File: src/rtl/instr_mem_loader.sv
// Streams 32-bit instruction words into a byte-wide instruction memory,
// big-endian, one byte per cycle, with a bounds check against MEM_SIZE.
module instr_mem_loader #(
    parameter logic [63:0] MEM_SIZE  = 64'd4095,
    parameter logic [63:0] BASE_ADDR = 64'd0
) (
    input  logic        clk,
    input  logic        reset,
    input  logic        start,
    input  logic        in_valid,
    output logic        in_ready,
    input  logic [31:0] in_word,
    input  logic        in_last,
    output logic        mem_we,
    output logic [63:0] mem_waddr,
    output logic [7:0]  mem_wdata,
    output logic        busy,
    output logic        done,
    output logic        overflow,
    output logic [63:0] byte_count
);

    typedef enum logic [2:0] {
        IDLE,
        ACCEPT,
        WRITE,
        DONE,
        ERROR
    } state_t;

    state_t      state;
    state_t      state_nxt;

    logic [63:0] addr;
    logic [31:0] word_q;
    logic        last_q;
    logic [1:0]  idx;
    logic [63:0] waddr_hold;
    logic [7:0]  wdata_hold;

    logic [64:0] end_addr;
    logic        fits;
    logic        idx_last;
    logic [63:0] cur_waddr;
    logic [7:0]  cur_byte;

    // One extra bit keeps the bounds check from wrapping near 2^64.
    assign end_addr  = {1'b0, addr} + 65'd4;
    assign fits      = (end_addr <= {1'b0, MEM_SIZE});
    assign idx_last  = (idx == 2'd3);
    assign cur_waddr = addr + {62'd0, idx};

    always_comb begin
        cur_byte = '0;
        case (idx)
            2'd0:    cur_byte = word_q[31:24];
            2'd1:    cur_byte = word_q[23:16];
            2'd2:    cur_byte = word_q[15:8];
            default: cur_byte = word_q[7:0];
        endcase
    end

    always_ff @(posedge clk or posedge reset) begin
        if (reset) begin
            state <= IDLE;
        end else begin
            state <= state_nxt;
        end
    end

    always_comb begin
        state_nxt = state;
        case (state)
            IDLE, DONE, ERROR: begin
                if (start) begin
                    state_nxt = ACCEPT;
                end
            end
            ACCEPT: begin
                if (in_valid) begin
                    state_nxt = fits ? WRITE : ERROR;
                end
            end
            WRITE: begin
                if (idx_last) begin
                    state_nxt = last_q ? DONE : ACCEPT;
                end
            end
            default: state_nxt = IDLE;
        endcase
    end

    always_comb begin
        in_ready  = (state == ACCEPT);
        mem_we    = (state == WRITE);
        busy      = (state == ACCEPT) || (state == WRITE);
        done      = (state == DONE);
        overflow  = (state == ERROR);
        // Live address/data during WRITE, otherwise the last byte written.
        mem_waddr = (state == WRITE) ? cur_waddr : waddr_hold;
        mem_wdata = (state == WRITE) ? cur_byte  : wdata_hold;
    end

    always_ff @(posedge clk or posedge reset) begin
        if (reset) begin
            addr       <= BASE_ADDR;
            byte_count <= '0;
            word_q     <= '0;
            last_q     <= 1'b0;
            idx        <= '0;
            waddr_hold <= BASE_ADDR;
            wdata_hold <= '0;
        end else begin
            case (state)
                IDLE, DONE, ERROR: begin
                    if (start) begin
                        addr       <= BASE_ADDR;
                        byte_count <= '0;
                    end
                end
                ACCEPT: begin
                    if (in_valid) begin
                        word_q <= in_word;
                        last_q <= in_last;
                        idx    <= '0;
                    end
                end
                WRITE: begin
                    waddr_hold <= cur_waddr;
                    wdata_hold <= cur_byte;
                    idx        <= idx + 2'd1;
                    if (idx_last) begin
                        addr       <= addr + 64'd4;
                        byte_count <= byte_count + 64'd4;
                    end
                end
                default: ;
            endcase
        end
    end

endmodule

File: config.mk
export PLATFORM = sky130hd
export DESIGN_NAME = instr_mem_loader
export DESIGN_NICKNAME = d
export VERILOG_FILES = /design/src/rtl/instr_mem_loader.sv
export SDC_FILE = /design/constraint.sdc
export NUM_CORES = 1
export LEC_CHECK = 0
export CAP_MARGIN = 30
export CORE_ASPECT_RATIO = 1.2
export CORE_MARGIN = 2
export CORE_UTILIZATION = 30
export CTS_BUF_LIST = sky130_fd_sc_hd__clkbuf_4 sky130_fd_sc_hd__clkbuf_8
export DETAILED_ROUTE_END_ITERATION = 12
export PLACE_DENSITY = 0.62
export SYNTH_ARGS = -nofsm -noshare
export SYNTH_HDL_FRONTEND = slang
export SYNTH_SLANG_ARGS = --single-unit
export TNS_END_PERCENT = 100
File: constraint.sdc
create_clock -name clk -period 7.6 [get_ports clk]
set_input_delay 1.52 -clock clk [delete_from_list [all_inputs] [get_ports clk]]
set_output_delay 1.52 -clock clk [all_outputs]
set_load 0.03 [all_outputs]
==> impl_metrics.tcl, run 1 <==
set metrics [dict create \
    outcome "completed" \
    cp_common_cell "nand2_1" \
    core.rowCount 80 \
    crit_slowest_cell "clkdlybuf4s50_1" \
    synth_top_cell_area_share_pct 48.8 \
    cts_root_buf "clkbuf_8" \
    crit_chain "nor2b_1, nand2b_4, inv_2, buf_4, nand2_1, nand2_1, clkdlybuf4s50_1" \
    synth_edf_count 0 \
    area_growth_syn_to_layout_pct 25.9 \
    cts_resized 0 \
    final_util_pct 38.1 \
    clock.fmax_mhz 191 \
    hold_viol 0 \
    grt_pass1_wl_um 57200 \
    grt_overflow_total 0 \
    syn_area_mm2 0.0120 \
    final.min_clock_period_ns 5.23 \
    finalSetupViolCount 0 \
    netlist_top_cells_area "dfrtp_1 49%, nand2_1 13%, o21ai_0 4.5%" \
    min_from "waddr_hold[57]$_DFF_PP0_" \
    yosysTopAreaCell "dfrtp_1" \
    htree_levels 2 \
    clock_sinks 234 \
    grt_max_degree 116 \
    postSynthAreaPerCell_um2 8.45 \
    crit_arrival_ns 3.71 \
    antenna_found_initial 0 \
    drv_slew 0 \
    finalSetupTns_ns 0 \
    r2r-start "idx[0]$_DFFE_PP0P_" \
    ys_seq_elements 234 \
    rsz0062_at_grt "false" \
    layout-drive-gt1-share_pct 6.95 \
    power.density_mw_per_mm2 242 \
    hold_depth 2 \
    clk_pin_slew_ns 0.06 \
    fin_cells 2115 \
    wl_per_cell_um 16.9 \
    worst-r2r-setup-slack_ns 3.78 \
    drt_iter0_drc 568 \
    firstDrtPassIters 5 \
    path_max_fanout 49 \
    num-nets-final 1597 \
    min_to "waddr_hold[57]$_DFF_PP0_" \
    critPathLaunchType "flop" \
    reg2reg_depth 9 \
    die_h_um 223 \
    grt_pass1_vias 10600 \
    critPathCaptureType "output port" \
    drt_wl_total_um 35700 \
    drc 0 \
    ys_warn_count 0 \
    clk_path_buf_depth 3 \
    cts_tree "built" \
    critPathMaxStageDelay_ns 0.69 \
    insertion_delay_ns 0.57 \
    cts_setup_buffers 0 \
    synth_cell_types 61 \
    start_util_pct 30.2 \
    grt_usage_pct 16.8 \
    core_mm2 0.0396 \
    drv_cap 0 \
    avgViaCountPerCell 5.06 \
    worstPathRequired_ns 6.08 \
    gp_routability_congestion 0.921 \
    antennaDiodeCount 0 \
    ir_worst_vdd_mv 0.0919 \
    final_common_cell "nand2_1" \
    critPathKind "reg2out" \
    cts_made_buffers 43 \
    synth_async_sr_flop_share_pct 100 \
    min_period_over_period_pct 68.8 \
    dp.cells 2040 \
    synthCells 1419 \
    r2r-end "byte_count[27]$_DFFE_PP0P_" \
    ys.flop_type "dfrtp_1" \
    top_level_ports 178 \
    hold_path.class "reg2reg" \
    p_leak_nw 6.59 \
    mostFrequentLayoutCells "402 x nand2_1, 234 x dfrtp_1, 175 x clkdlybuf4s50_1, 112 x nor2_1, 108 x o21ai_0" \
    via_count 10700 \
    drtAntennaViolNets 0 \
    hpwl_um 24600 \
    finClkSkew_ns 0.0261 \
    dieArea_mm2 0.0416 \
    cts_hold_buf 0 \
    die_w_um 186 \
    max_slew_margin_pct 34.8 \
    io_buffers 175 \
    synth-seq-area-share_pct 48.8 \
    tightest_slew_ns 0.975 \
]
[registers in the layout (all words and copies together), names as in the netlist]
register / cells
state: 3
last_q: 1
addr: 62
word_q: 32
waddr_hold: 64
wdata_hold: 8
idx: 2
byte_count: 62
[synthesized netlist by cell type, types with 3 or more instances]
master,number
a211oi_1,3
a21oi_1,26
a222oi_1,8
a22o_1,5
a31oi_1,6
and2_1,9
and3_1,22
and4_1,21
buf_2,11
buf_4,4
clkbuf_1,79
clkbuf_2,4
dfrtp_1,234
ha_1,7
inv_1,15
mux2i_1,6
nand2_1,403
nand2b_1,8
nand3_1,55
nand4_1,56
nor2_1,115
nor2b_1,5
nor3_1,18
nor3b_1,3
nor4_1,28
o2111ai_1,3
o21ai_0,108
o22ai_1,4
o31ai_1,21
or2_2,4
or3_1,8
or4_1,4
xnor2_1,31
xor2_1,50
[critical path, delay by kind of cell (launching register included)]
family / cells / cell delay, ns
flip-flops: 1 / 0.42
buffers and inverters: 3 / 1.75
AND/OR/NAND/NOR: 4 / 0.96
[worst max path at each step]
| stage | cells past startpoint | start | end | slack [ns] |
|---|---|---|---|---|
| 3_3_place_gp | 7 | state[1]$_DFFE_PP0P_ | mem_waddr[47] | 2.89 |
| 5_1_grt | 7 | state[1]$_DFFE_PP0P_ | mem_waddr[24] | 1.95 |
| 3_5_place_dp | 7 | state[1]$_DFFE_PP0P_ | mem_waddr[4] | 2.84 |
| 6_report | 7 | state[1]$_DFFE_PP0P_ | mem_waddr[23] | 2.37 |
| 4_1_cts | 7 | state[1]$_DFFE_PP0P_ | mem_waddr[4] | 2.20 |
| 2_1_floorplan | 1 | reset | addr[10]$_DFFE_PP0P_ | 3.02 |
[cell families (layout without fill, tap and decap cells)]
group | count (synthesis) | in the layout | synth area share [%]
AND/OR/NAND/NOR | 773 | 773 | 30.0
flip-flops | 234 | 234 | 48.8
AO/OA/AOI/OAI | 200 | 200 | 10.0
buffers and inverters | 116 | 278 | 3.91
XOR/XNOR | 81 | 81 | 5.92
adder cells (fa/ha/maj) | 7 | 7 | 0.731
multiplexers | 7 | 7 | 0.595
other | 1 | 2 | 0.0313
[metrics by stage]
step	setup slack [ns]	total power, mW	area (um2)	hold slack [ns]
detailed placement	2.84	2.41	14100	0.458
floorplan	3.02	2.07	12000	0.440
global route	1.95	3.89	15100	0.489
global placement	2.89	2.39	14100	0.453
finish	2.37	3.66	15100	0.466
CTS	2.20	3.73	15100	0.474
[per-layer routing]
metal	share of wire [%]	GRT usage [%]
met1	43	21.1
met2	48	28.6
met3	5.2	3.24
met4	3.5	6.78
met5	0	0
[where the power goes]
group / leakage, nW / total [mW] / switching, mW / internal, mW
logic: 2.90 / 0.918 / 0.641 / 0.277
clock network: 0.485 / 1.28 / 0.540 / 0.744
registers: 3.20 / 1.46 / 0.0816 / 1.37
[cell type report]
type,count,area (um2)
Tap cell,533,667
Inverter,16,63.8
Clock inverter,10,106
Clock buffer,64,806
Sequential cell,234,5860
Fill cell,4111,24500
Timing Repair Buffer,188,1890
Multi-Input combinational cell,1070,5700
No activity file was read; power rests on OpenSTA's default activity.
==> run 2: changes to the inputs <==
PLACE_DENSITY = 0.6   (was 0.62)
clock period = 5.05 ns   (was 7.6 ns; I/O delays follow)
==> run 2 against run 1 <==
  * Combinational power up 54%
  * Via count down 0.33%
  * Core utilization about the same
  * Critical path type unchanged
==> impl_metrics.tcl, run 2 (same netlist as run 1, synthesis figures left out) <==
set metrics [dict create \
    crit_arrival_ns 3.46 \
    avgViaCountPerCell 5.04 \
    drt_wl_total_um 36000 \
    final.min_clock_period_ns 4.47 \
    finalSetupViolCount 0 \
    multi_input_area_mm2 0.00570 \
    grt_usage_pct 17.2 \
    max_slew_margin_pct 29.5 \
    switching_share_pct 35.0 \
    crit_slowest_cell "clkdlybuf4s50_1" \
    finClkSkew_ns 0.0227 \
    final-seq-area_mm2 0.00586 \
    rsz0062_at_grt "false" \
    cts_tree "built" \
    grt_pass1_wl_um 58200 \
    wl_per_cell_um 17.0 \
    drtAntennaViolNets 0 \
    clock.fmax_mhz 224 \
    largest_register_ffs 64 \
    area_growth_syn_to_layout_pct 25.7 \
    clk_path_buf_depth 3 \
    cts_setup_buffers 0 \
    min_period_over_period_pct 88.6 \
    clock_sinks 234 \
    crit_chain "nor2b_1, nand2b_4, inv_2, buf_12, nand2_1, nand2_1, clkdlybuf4s50_1" \
    drt_iter0_drc 884 \
    cts_resized 0 \
    antennaDiodeCount 0 \
    die_h_um 223 \
    outcome "completed" \
    drv_cap 0 \
    hpwl_um 25100 \
    hold_path.class "reg2reg" \
    crit_buf_inv 3 \
    hold_viol 0 \
    cts_made_buffers 41 \
    critPathKind "reg2out" \
    clk_pin_slew_ns 0.06 \
    htree_levels 2 \
    power.density_mw_per_mm2 362 \
    final.fill_count 4083 \
    largest_registers "waddr_hold: 64 flops, addr: 62 flops, byte_count: 62 flops" \
    path_max_fanout 41 \
    io_buffers 175 \
    die_w_um 186 \
    layout-drive-gt1-share_pct 7.25 \
    grt_overflow_total 0 \
    final_common_cell "nand2_1" \
    top_level_ports 178 \
    cts_hold_buf 0 \
    critPathCaptureType "output port" \
    critPathLaunchType "flop" \
    core.rowCount 80 \
    cp_common_cell "nand2_1" \
    mostFrequentLayoutCells "402 x nand2_1, 234 x dfrtp_1, 175 x clkdlybuf4s50_1, 112 x nor2_1, 108 x o21ai_0" \
    pwr-share-seq_pct 40.2 \
    grt_pass1_vias 10600 \
    core_mm2 0.0396 \
    finalSetupTns_ns 0 \
    start_util_pct 30.2 \
    ir_worst_vdd_mv 0.202 \
    top_register "waddr_hold" \
    grt_max_degree 91 \
    via_count 10700 \
    gp_routability_congestion 0.917 \
    critPathMaxStageDelay_ns 0.72 \
    switchingPower_mw 1.91 \
    cts_root_buf "clkbuf_8" \
    antenna_found_initial 0 \
    worstPathRequired_ns 4.04 \
    intPower_mw 3.54 \
    tightest_slew_ns 1.06 \
    hold_ws_ns 0.468 \
    clock_power_share_pct 34.1 \
    drv_slew 0 \
    firstDrtPassIters 6 \
    dieArea_mm2 0.0416 \
    p_leak_nw 6.58 \
    insertion_delay_ns 0.57 \
    num-nets-final 1599 \
    combPwrFrac_pct 25.8 \
    cp_top_family "buffers and inverters" \
    drc 0 \
]
[run 2: cell types whose count changed in the layout (fill, tap and decap cells not counted), sizes merged]
cell      delta
buf          +4
clkbuf       +2
bufinv       -1
clkinvlp     +1
inv          -1
[run 2: path summary, 6_finish.rpt]
path	slack [ns]	cells past startpoint	startpoint	endpoint
max	0.58	7	state[1]$_DFFE_PP0P_	mem_waddr[34]
min	0.47	2	waddr_hold[30]$_DFF_PP0_	waddr_hold[30]$_DFF_PP0_
max reg2reg	1.28	9	idx[0]$_DFFE_PP0P_	byte_count[50]$_DFFE_PP0P_
min reg2reg	0.47	2	waddr_hold[30]$_DFF_PP0_	waddr_hold[30]$_DFF_PP0_
max in group asynchronous	3.18	3	reset	byte_count[25]$_DFFE_PP0P_
min in group asynchronous	0.89	2	reset	word_q[5]$_DFFE_PP0P_
[run 2: layout make-up]
type	instances	share of cell area [%]
clock inverters	9	0.498
flip-flops and latches	234	38.9
repair buffers	192	12.8
clock buffers	66	5.24
well taps	533	4.43
inverters	16	0.423
multi-input cells	1070	37.8
[run 2: per-layer routing]
metal	track usage, %	vias to the layer above	part of all wire, %
li1	-	5154	-
met1	22.3	5126	44
met2	28.5	319	48
met3	3.15	77	5.6
met4	6.68	0	3.3
met5	0	-	0
[run 2: power groups by stage]
| stage | combinational, mW | clock, mW | sequential (mW) |
|---|---|---|---|
| after global routing | 1.57 | 1.99 | 2.21 |
| after floorplan | 0.933 | 0 | 2.18 |
| final | 1.41 | 1.86 | 2.19 |
| after CTS | 1.43 | 1.92 | 2.19 |
| after detailed placement | 1.42 | 0 | 2.22 |
| after global placement | 1.40 | 0 | 2.21 |
[run 2: worst reg2reg max path, stage by stage (launching register included)]
cell and delay [ns]:
dfrtp_1 0.40, ha_1 0.71, nand3b_1 0.18, a21oi_1 0.45, o211ai_1 0.21, nor4_1 0.57
nor2b_1 0.59, nor3b_1 0.32, xnor2_1 0.15, nor2_1 0.05
[run 2: through the flow]
step	instances	worst slack [ns]	instance area, um2	util, %	power, mW
finish	2120	0.576	15100	38.0	5.45
global route	2120	0.345	15100	38.0	5.77
CTS	2120	0.498	15100	38.0	5.53
detailed placement	2045	0.958	14200	35.8	3.64
global placement	2044	1.05	14200	35.8	3.61
floorplan	1420	0.976	12000	-	3.11
==> variant: new RTL, flow settings as in run 1 <==
Register the output `byte_count` once more, without a reset; this adds one clock of latency there. The other outputs are not delayed to match.
--- a/src/rtl/instr_mem_loader.sv
+++ b/src/rtl/instr_mem_loader.sv
@@ -27,6 +27,8 @@
         DONE,
         ERROR
     } state_t;
+
+    logic [63:0] byte_count_s0;
 
     state_t      state;
     state_t      state_nxt;
@@ -104,7 +106,7 @@
     always_ff @(posedge clk or posedge reset) begin
         if (reset) begin
             addr       <= BASE_ADDR;
-            byte_count <= '0;
+            byte_count_s0 <= '0;
             word_q     <= '0;
             last_q     <= 1'b0;
             idx        <= '0;
@@ -115,7 +117,7 @@
                 IDLE, DONE, ERROR: begin
                     if (start) begin
                         addr       <= BASE_ADDR;
-                        byte_count <= '0;
+                        byte_count_s0 <= '0;
                     end
                 end
                 ACCEPT: begin
@@ -131,7 +133,7 @@
                     idx        <= idx + 2'd1;
                     if (idx_last) begin
                         addr       <= addr + 64'd4;
-                        byte_count <= byte_count + 64'd4;
+                        byte_count_s0 <= byte_count_s0 + 64'd4;
                     end
                 end
                 default: ;
@@ -139,5 +141,9 @@
         end
     end
 
+    always_ff @(posedge clk) begin
+        byte_count <= byte_count_s0;
+    end
+
 endmodule
 
Behaviour: not the same (a bounded check fails within 10 cycles, from zero or initial values and one cycle with reset high).
==> variant against run 1 <==
Routed wire length up 5.2%; hold slack got worse by 0.061 ns; sequential cell count grew 62; synthesized area grew 11%; maximum frequency up 9.9%; setup slack improved by 0.47 ns; non-clock buffer count increased by 1; design area increased by 10%; sequential share of layout area grew 3.8 points; cell count up 1.5%; power increased by 18%.
==> variant: results (changes against run 1) <==
- M1 GR Usage: 0.201 (-0.00998)
- Drt initial violations: 562 (-1.1%)
- Dpl ws: 2.95 ns (+0.112 ns)
- Share of cells above drive strength 1: 0.107 (+0.0370)
- VDD IR max: 0.000148 V (+61%)
- Post-synthesis mux area share: 0.0309 (+0.0249)
- Seq power: 1.79 mW (+23%)
- Non-Clock Buffer Area Fraction: 0.114 (-0.0113)
- Synth Area in XOR/XNOR: 0.0591 (about the same)
- Synthesized instance count: 1404 (-1.1%)
- Post-route cell area: 16600 µm² (+10%)
- Comb power: 0.940 mW (+2.4%)
- Net Sw Frac: 0.319 (-0.0259)
- M1 WL: 16000 µm (+3.0%)
- M2 GR Usage: 0.269 (-0.0169)
- DP Area: 15500 µm² (+9.4%)
- Fraction of registers with async set/reset: 0.791 (-0.209)
- Leak: 7.12 nW (+8.1%)
- Met3 wire len: 1840 µm (-0.49%)
- GRT Util Overall: 0.162 (-0.00606)
- Area contributors post-synth: dfrtp_1 44%, dfxtp_1 9.3%, nand2_1 8.3%
- Nonclk buf count: 189 (+0.53%)
- DRT Wirelength: 37600 µm (+5.2%)
- Worst Path Arrival: 3.23 ns (-0.48 ns)
- Critical path peak fanout: 94 (+92%)
- Routing usage on met3: 0.0313 (-0.00111)
- Internal power: 2.93 mW (+22%)
- DRT Pass-1 Iters: 7 (+2)
- Clk sink count: 296 (+26%)
- Commonest cells in the netlist: 294 x nand2_1, 234 x dfrtp_1, 104 x o21ai_0
- DP HPWL: 25700 µm (+4.5%)
- Fraction of area in registers: 0.426 (+0.0384)
- Crit-path max cell delay: 0.78 ns (+0.09 ns)
- Synth Area in Adders: 0.00657 (-0.000735)
- Outcome: complete, no violations
- Multi-input gate area: 5750 µm² (+0.97%)
- Synth cell types: 69 (+13%)
- Fillers: 4332 (+5.4%)
- Multi-input combinational cell count: 989 (-7.6%)
- Synthesized cell area: 13300 µm² (+11%)
- Clock buf count: 74 (+16%)
- Met2 WL post-DR: 18100 µm (+6.0%)
variant: cell types whose count changed in the layout (fill, tap and decap cells not counted), moves of 5 or more:
cell      change
inv_1         +5
mux2_2       +32
or3_1        +11
o21ai_0       -5
nand2_1     -108
clkbuf_8      +6
a31oi_1       +6
nand4_1       -5
dfxtp_1      +62
nor4_1       -11
nor2_1       -11
o31ai_1       -5
xnor2_1       +5
variant: path summary, 6_finish.rpt:
path                            cells after the start             end               from  slack (ns)
worst min-delay path                                0  byte_count[63]  byte_count_s0[63]        0.41
max in group asynchronous                           4  waddr_hold[15]              reset        5.11
min in group asynchronous                           3  waddr_hold[14]              reset        1.29
worst max register to register                      9        state[2]            addr[3]        4.02
worst max-delay path                                6   mem_waddr[44]           state[1]        2.85
worst min register to register                      0  byte_count[63]  byte_count_s0[63]        0.41
variant: critical path, delay by kind of cell (launching register included):
family / cells / cell delay (ns)
buf+inv: 2 / 1.54
compound gates: 1 / 0.20
flops: 1 / 0.43
simple gates: 3 / 0.37
